$ cat src/rtl/dq_to_abc_seq.sv
// Sequential inverse Park/Clarke: rotor-frame d/q plus cos/sin to three-phase A/B/C,
// sign-magnitude fixed point, one shared multiplier and one add/sub pair sequenced by an FSM.
//
// Handshakes: a transfer happens on a rising edge where valid and ready are both high.
// in_ready is high only in IDLE. out_valid stays high with a/b/c/sat frozen until out_ready.
module dq_to_abc_seq #(
  parameter int N     = 24,
  parameter int Q     = 12,
  parameter int K_SQ3 = 3547
) (
  input  logic         clk,
  input  logic         rst,
  input  logic         in_valid,
  output logic         in_ready,
  input  logic         mode,
  input  logic [N-1:0] cos_q,
  input  logic [N-1:0] sin_q,
  input  logic [N-1:0] d,
  input  logic [N-1:0] q,
  output logic         out_valid,
  input  logic         out_ready,
  output logic [N-1:0] a,
  output logic [N-1:0] b,
  output logic [N-1:0] c,
  output logic         sat
);

  localparam int M = N - 1;

  typedef logic [N-1:0] word_t;
  typedef enum logic [1:0] {S_IDLE, S_CALC, S_SUM, S_OUT} state_t;

  localparam word_t HALF = word_t'(2 ** (Q - 1));
  localparam word_t KSQ3 = word_t'(K_SQ3);

  // Result layout for the helpers below: {clamp_flag, sign, magnitude}.
  function automatic logic [N:0] sm_mul(input word_t x, input word_t y);
    logic [2*M-1:0] prod;
    logic [2*M-1:0] shifted;
    logic [M-1:0]   mag;
    logic           ovf;
    prod    = {{M{1'b0}}, x[M-1:0]} * {{M{1'b0}}, y[M-1:0]};
    shifted = prod >> Q;
    ovf     = |shifted[2*M-1:M];
    mag     = ovf ? {M{1'b1}} : shifted[M-1:0];
    return {ovf, (x[M] ^ y[M]) & (|mag), mag};
  endfunction

  function automatic logic [N:0] sm_add(input word_t x, input word_t y);
    logic [M:0]   sum;
    logic [M-1:0] mag;
    logic         sgn;
    logic         ovf;
    sum = '0;
    ovf = 1'b0;
    if (x[M] == y[M]) begin
      sum = {1'b0, x[M-1:0]} + {1'b0, y[M-1:0]};
      ovf = sum[M];
      mag = ovf ? {M{1'b1}} : sum[M-1:0];
      sgn = x[M];
    end else if (x[M-1:0] >= y[M-1:0]) begin
      mag = x[M-1:0] - y[M-1:0];
      sgn = x[M];
    end else begin
      mag = y[M-1:0] - x[M-1:0];
      sgn = y[M];
    end
    return {ovf, sgn & (|mag), mag};
  endfunction

  function automatic word_t sm_neg(input word_t x);
    return {~x[M] & (|x[M-1:0]), x[M-1:0]};
  endfunction

  state_t      state_q, state_d;
  logic [2:0]  step_q, step_d;
  logic        mode_q, mode_d;
  word_t       cos_r_q, cos_r_d, sin_r_q, sin_r_d;
  word_t       d_r_q, d_r_d, q_r_q, q_r_d;
  word_t       p0_q, p0_d, p1_q, p1_d, p2_q, p2_d, p3_q, p3_d;
  word_t       alpha_q, alpha_d, beta_q, beta_d;
  word_t       h_q, h_d, k_q, k_d;
  logic        sat_acc_q, sat_acc_d;
  logic        in_ready_q, in_ready_d;
  logic        out_valid_q, out_valid_d;
  word_t       a_q, a_d, b_q, b_d, c_q, c_d;
  logic        sat_q, sat_d;

  word_t       mul_x, mul_y, add_x, add_y, sub_x, sub_y;
  logic [N:0]  mul_r, add_r, sub_r;
  logic        ignore_mul;

  // Operand muxing for the shared arithmetic is keyed on state and step only.
  always_comb begin
    mul_x = '0;
    mul_y = '0;
    add_x = '0;
    add_y = '0;
    sub_x = '0;
    sub_y = '0;
    if (state_q == S_CALC) begin
      case (step_q)
        3'd0:    begin mul_x = cos_r_q; mul_y = d_r_q;  end
        3'd1:    begin mul_x = sin_r_q; mul_y = q_r_q;  end
        3'd2:    begin mul_x = cos_r_q; mul_y = q_r_q;  end
        3'd3:    begin mul_x = sin_r_q; mul_y = d_r_q;  end
        3'd4:    begin mul_x = alpha_q; mul_y = HALF;   end
        3'd5:    begin mul_x = beta_q;  mul_y = KSQ3;   end
        default: begin mul_x = '0;      mul_y = '0;     end
      endcase
      add_x = p2_q;
      add_y = p3_q;
      sub_x = p0_q;
      sub_y = p1_q;
    end else if (state_q == S_SUM) begin
      add_x = k_q;
      add_y = h_q;
      sub_x = k_q;
      sub_y = h_q;
    end
    mul_r = sm_mul(mul_x, mul_y);
    add_r = sm_add(add_x, add_y);
    sub_r = sm_add(sub_x, {~sub_y[M], sub_y[M-1:0]});
  end

  always_comb begin
    state_d     = state_q;
    step_d      = step_q;
    mode_d      = mode_q;
    cos_r_d     = cos_r_q;
    sin_r_d     = sin_r_q;
    d_r_d       = d_r_q;
    q_r_d       = q_r_q;
    p0_d        = p0_q;
    p1_d        = p1_q;
    p2_d        = p2_q;
    p3_d        = p3_q;
    alpha_d     = alpha_q;
    beta_d      = beta_q;
    h_d         = h_q;
    k_d         = k_q;
    sat_acc_d   = sat_acc_q;
    in_ready_d  = in_ready_q;
    out_valid_d = out_valid_q;
    a_d         = a_q;
    b_d         = b_q;
    c_d         = c_q;
    sat_d       = sat_q;
    // In alpha/beta mode the h and k products are discarded, so their clamps are too.
    ignore_mul  = mode_q && (step_q >= 3'd4);

    case (state_q)
      S_IDLE: begin
        if (in_valid) begin
          cos_r_d    = cos_q;
          sin_r_d    = sin_q;
          d_r_d      = d;
          q_r_d      = q;
          mode_d     = mode;
          sat_acc_d  = 1'b0;
          step_d     = 3'd0;
          in_ready_d = 1'b0;
          state_d    = S_CALC;
        end
      end
      S_CALC: begin
        sat_acc_d = sat_acc_q | (mul_r[N] & ~ignore_mul);
        case (step_q)
          3'd0: p0_d = mul_r[N-1:0];
          3'd1: p1_d = mul_r[N-1:0];
          3'd2: begin
            p2_d      = mul_r[N-1:0];
            alpha_d   = sub_r[N-1:0];
            sat_acc_d = sat_acc_q | mul_r[N] | sub_r[N];
          end
          3'd3: p3_d = mul_r[N-1:0];
          3'd4: begin
            h_d       = mul_r[N-1:0];
            beta_d    = add_r[N-1:0];
            sat_acc_d = sat_acc_q | (mul_r[N] & ~ignore_mul) | add_r[N];
          end
          3'd5: k_d = mul_r[N-1:0];
          default: ;
        endcase
        if (step_q == 3'd5) begin
          step_d  = 3'd0;
          state_d = S_SUM;
        end else begin
          step_d = step_q + 3'd1;
        end
      end
      S_SUM: begin
        a_d = alpha_q;
        if (mode_q) begin
          b_d   = beta_q;
          c_d   = '0;
          sat_d = sat_acc_q;
        end else begin
          b_d   = sub_r[N-1:0];
          c_d   = sm_neg(add_r[N-1:0]);
          sat_d = sat_acc_q | sub_r[N] | add_r[N];
        end
        out_valid_d = 1'b1;
        state_d     = S_OUT;
      end
      S_OUT: begin
        if (out_ready) begin
          out_valid_d = 1'b0;
          in_ready_d  = 1'b1;
          state_d     = S_IDLE;
        end
      end
      default: begin
        state_d     = S_IDLE;
        in_ready_d  = 1'b1;
        out_valid_d = 1'b0;
      end
    endcase
  end

  always_ff @(posedge clk) begin
    if (rst) begin
      state_q     <= S_IDLE;
      step_q      <= 3'd0;
      mode_q      <= 1'b0;
      cos_r_q     <= '0;
      sin_r_q     <= '0;
      d_r_q       <= '0;
      q_r_q       <= '0;
      p0_q        <= '0;
      p1_q        <= '0;
      p2_q        <= '0;
      p3_q        <= '0;
      alpha_q     <= '0;
      beta_q      <= '0;
      h_q         <= '0;
      k_q         <= '0;
      sat_acc_q   <= 1'b0;
      in_ready_q  <= 1'b1;
      out_valid_q <= 1'b0;
      a_q         <= '0;
      b_q         <= '0;
      c_q         <= '0;
      sat_q       <= 1'b0;
    end else begin
      state_q     <= state_d;
      step_q      <= step_d;
      mode_q      <= mode_d;
      cos_r_q     <= cos_r_d;
      sin_r_q     <= sin_r_d;
      d_r_q       <= d_r_d;
      q_r_q       <= q_r_d;
      p0_q        <= p0_d;
      p1_q        <= p1_d;
      p2_q        <= p2_d;
      p3_q        <= p3_d;
      alpha_q     <= alpha_d;
      beta_q      <= beta_d;
      h_q         <= h_d;
      k_q         <= k_d;
      sat_acc_q   <= sat_acc_d;
      in_ready_q  <= in_ready_d;
      out_valid_q <= out_valid_d;
      a_q         <= a_d;
      b_q         <= b_d;
      c_q         <= c_d;
      sat_q       <= sat_d;
    end
  end

  assign in_ready  = in_ready_q;
  assign out_valid = out_valid_q;
  assign a         = a_q;
  assign b         = b_q;
  assign c         = c_q;
  assign sat       = sat_q;

endmodule

$ cat config.mk
export PLATFORM = sky130hd
export DESIGN_NAME = dq_to_abc_seq
export DESIGN_NICKNAME = d
export VERILOG_FILES = /design/src/rtl/dq_to_abc_seq.sv
export SDC_FILE = /design/constraint.sdc
export NUM_CORES = 2
export LEC_CHECK = 0
export BUFFER_PORTS_ARGS = -buffer_cell sky130_fd_sc_hd__buf_2
export CAP_MARGIN = 20
export CORE_MARGIN = 5
export CORE_UTILIZATION = 58
export CTS_CLUSTER_DIAMETER = 80
export DETAILED_ROUTE_END_ITERATION = 12
export PLACE_DENSITY_LB_ADDON = 0.15
export SYNTH_ARGS = -nofsm -noshare
export SYNTH_HDL_FRONTEND = slang
export SYNTH_SLANG_ARGS = --single-unit
$ cat constraint.sdc
create_clock -name clk -period 8.9 [get_ports clk]
set_input_delay 0.445 -clock clk [delete_from_list [all_inputs] [get_ports clk]]
set_output_delay 0.445 -clock clk [all_outputs]
set_load 0.005 [all_outputs]
==> results by group <==
Run status
  – Outcome: complete, but fails checks
  – Failing checks: setup timing

Route
  – Pre-Repair DR Iteration Count: 7
  – Number of routed nets with antenna violations: 0
  – Vias per std cell: 6.14
  – Initial DRC Count: ~4400
  – DRC errors left: 0
  – Drt wl/cell: around 23 um
  – Drt total wl: around 150 mm
  – Via count: between 30000 and 40000

Logic synthesis
  – Average cell area after synthesis: ~7.9 um2
  – Post-synth EDFFs: 0
  – Synthesized flop and latch total: 370
  – Syn Nets: approximately 6000
  – Netlist cell types: 106
  – FFs w/ async S/R, synth: 0%
  – Cells after synthesis: 5106
  – Mapped Area: 40600 um2
  – Synth Warn #: 0
  – Top_reg_cell synth: dfxtp_1
  – Sequential cell area fraction in the yosys report: between 10% and 20%

Floorplan
  – Chip Height: 274 um
  – Die Area: roughly 75000 um2
  – Initial core utilization: 58.2%
  – Chip Width: around 270 um
  – FP Rows: 97
  – Top Ports: around 180
  – Area of the core: between 60000 and 70000 um2

Layout
  – # fillers: 5806
  – Area grow syn2layout: 18.2%
  – Commonest non-fill, non-tap cell in the layout: nand2_1
  – Commonest cells after routing, fill and taps aside: 693 x nand2_1, 659 x inv_1, 504 x nor2_1
  – Fin area: 48000 um2
  – Final nets: 6257
  – Layout cells sized above 1: 18.6%

Clock network
  – Clock Sink Count: 370
  – Clock Latency Late Sink: 600 ps
  – CTS tree: yes
  – Hold_buf cts: 0
  – CTS Root Cell: clkbuf_16
  – Clk slew on worst S/H paths: around 70 ps
  – Clk buf depth: 3
  – Htree depth: 2
  – Num CTS Buffers: 42

Critical path
  – Largest stage delay, worst path: 630 ps
  – Critical Path Start Type: flop
  – CP most frequent cell: fa_1
  – WP data arrival: around 9500 ps
  – Critical path's slowest cell: fa_2
  – Required @ worst endpoint: approximately 9300 ps
  – CP max FO: 16
  – CP Class: reg -> reg
  – CP endpoint kind: flop

Timing
  – Final worst slack: -129 ps
  – Unrepaired setup endpoints after global routing: yes
  – Fin. max-slew vios: 0
  – Total negative slack: -8050 ps
  – Final Critical Period: 9030 ps
  – Relative slew slack: approximately 28%
  – Final setup viols: 112
  – Hold Worst Slack: just over 100 ps
  – Fin. Hold Viols: 0
  – Worst clock skew: approximately 39 ps
  – Worst Tran Pin Value: 1070 ps
  – Fin crit share: 101%
  – Max Fclk: 0.111 GHz

Pwr
  – Power Density: approximately 190 nW/um2
  – Total power: slightly above 9 mW
  – Leak pwr: roughly 21 nW
  – VDD IR max: 0.000206 V

Global routing
  – Overall global routing resource usage: a little under two fifths
  – Antenna violations before repair: 7
  – GRT overflow: 0
  – First-pass GRT wire length: about 220 mm
  – Number of global-route vias before repair: 36938
  – Largest net degree at the start of global routing: 110

Job
  – Maxcap violations: 0

Place
  – Placed cell areas: 44500 um2
  – PortBufs: 175
  – Dpl hpwl: 113 mm
  – Final GP Congestion: ~1.1
  – Post-place setup slack: -353 ps

Min path
  – HP Class: in -> reg
==> synthesized netlist by cell type, drive strengths merged, types with 48 or more instances <==
library cell / number / share of area [%]
nand2: 708 / 6.6
inv: 681 / 6.3
nor2: 519 / 4.8
fa: 443 / 22
a21oi: 413 / 5.1
dfxtp: 370 / 18
ha: 310 / 9.6
clkbuf: 245 / 2.3
o21ai: 226 / 2.8
a211oi: 95 / 1.9
buf: 91 / 1.1
a21o: 87 / 1.6
a22o: 86 / 1.9
nor3: 65 / 0.83
mux2i: 62 / 1.5
nand3: 52 / 0.64
nand2b: 48 / 0.76
==> through the flow <==
step	util, %	cells
after detailed placement	63.9	6234
after floorplan	-	5106
after global routing	68.8	6377
after global placement	63.9	6234
after CTS	66.9	6337
final	68.8	6380
==> repair_timing <==
action,CTS,global route
gates cloned,3,6
hold endpoints to repair,0,0
endpoints found under the setup margin,145,145
resized for setup,82,239
buffers inserted,24,38
pin swaps,37,100
==> where the power goes <==
| group | internal, mW | total, mW | leakage (nW) | switching, mW |
|---|---|---|---|---|
| sequential | 1.86 | 2.03 | 3.00 | 0.164 |
| clock | 1.08 | 1.85 | 0.727 | 0.764 |
| combinational | 1.99 | 5.24 | 17.7 | 3.26 |
==> final cells by class <==
type	count	area [um2]	share of cell area [%]
multi-input combinational	3715	30500	63.5
clock inverter	20	295	0.616
antenna	3	7.51	0.0157
timing repair buffer	589	4820	10.1
inverter	685	2570	5.37
sequential	370	7420	15.5
tap	940	1180	2.45
clock buffer	58	1200	2.50
==> path summary, 6_finish.rpt <==
| kind | slack (ps) | depth (start not counted) | startpoint | endpoint |
|---|---|---|---|---|
| min | 100 | 3 | cos_q[17] | cos_r_q[17] |
| max | -130 | 33 | step_q[2] | k_q[4] |
| min reg2reg | 460 | 2 | cos_r_q[12] | cos_r_q[12] |
| max reg2reg | -130 | 33 | step_q[2] | k_q[4] |
==> routing by layer <==
metal | global-route usage [%] | up-vias | routed length [um]
met1 | 52.5 | 18855 | 59000
met2 | 53.6 | 2414 | 60900
li1 | - | 17482 | -
met3 | 11.1 | 405 | 19300
met4 | 15.6 | 8 | 7250
met5 | 0 | - | 59
==> kinds of logic (layout without fill, tap and decap cells) <==
group / count (synthesis) / after routing / share of synthesized area [%]
flops: 370 / 370 / 18.3
buf+inv: 1021 / 1352 / 9.72
compound gates: 1254 / 1254 / 20.5
other cells: 0 / 3 / 0
xor+xnor: 46 / 46 / 0.993
mux: 80 / 80 / 2.11
simple gates: 1582 / 1582 / 16.9
fa+ha+maj: 753 / 753 / 31.4
==> worst max-delay path, delay by kind of cell (launching register included) <==
kind                       cells  cell delay [ps]
DFF                            1              360
buffers and inverters          9             1180
and+or+nand+nor                8             1660
muxes                          1              220
AOI/OAI and AO/OA              7             1470
adders and majority gates      8             3940
Note: power is estimated with default switching activity, not from simulation.
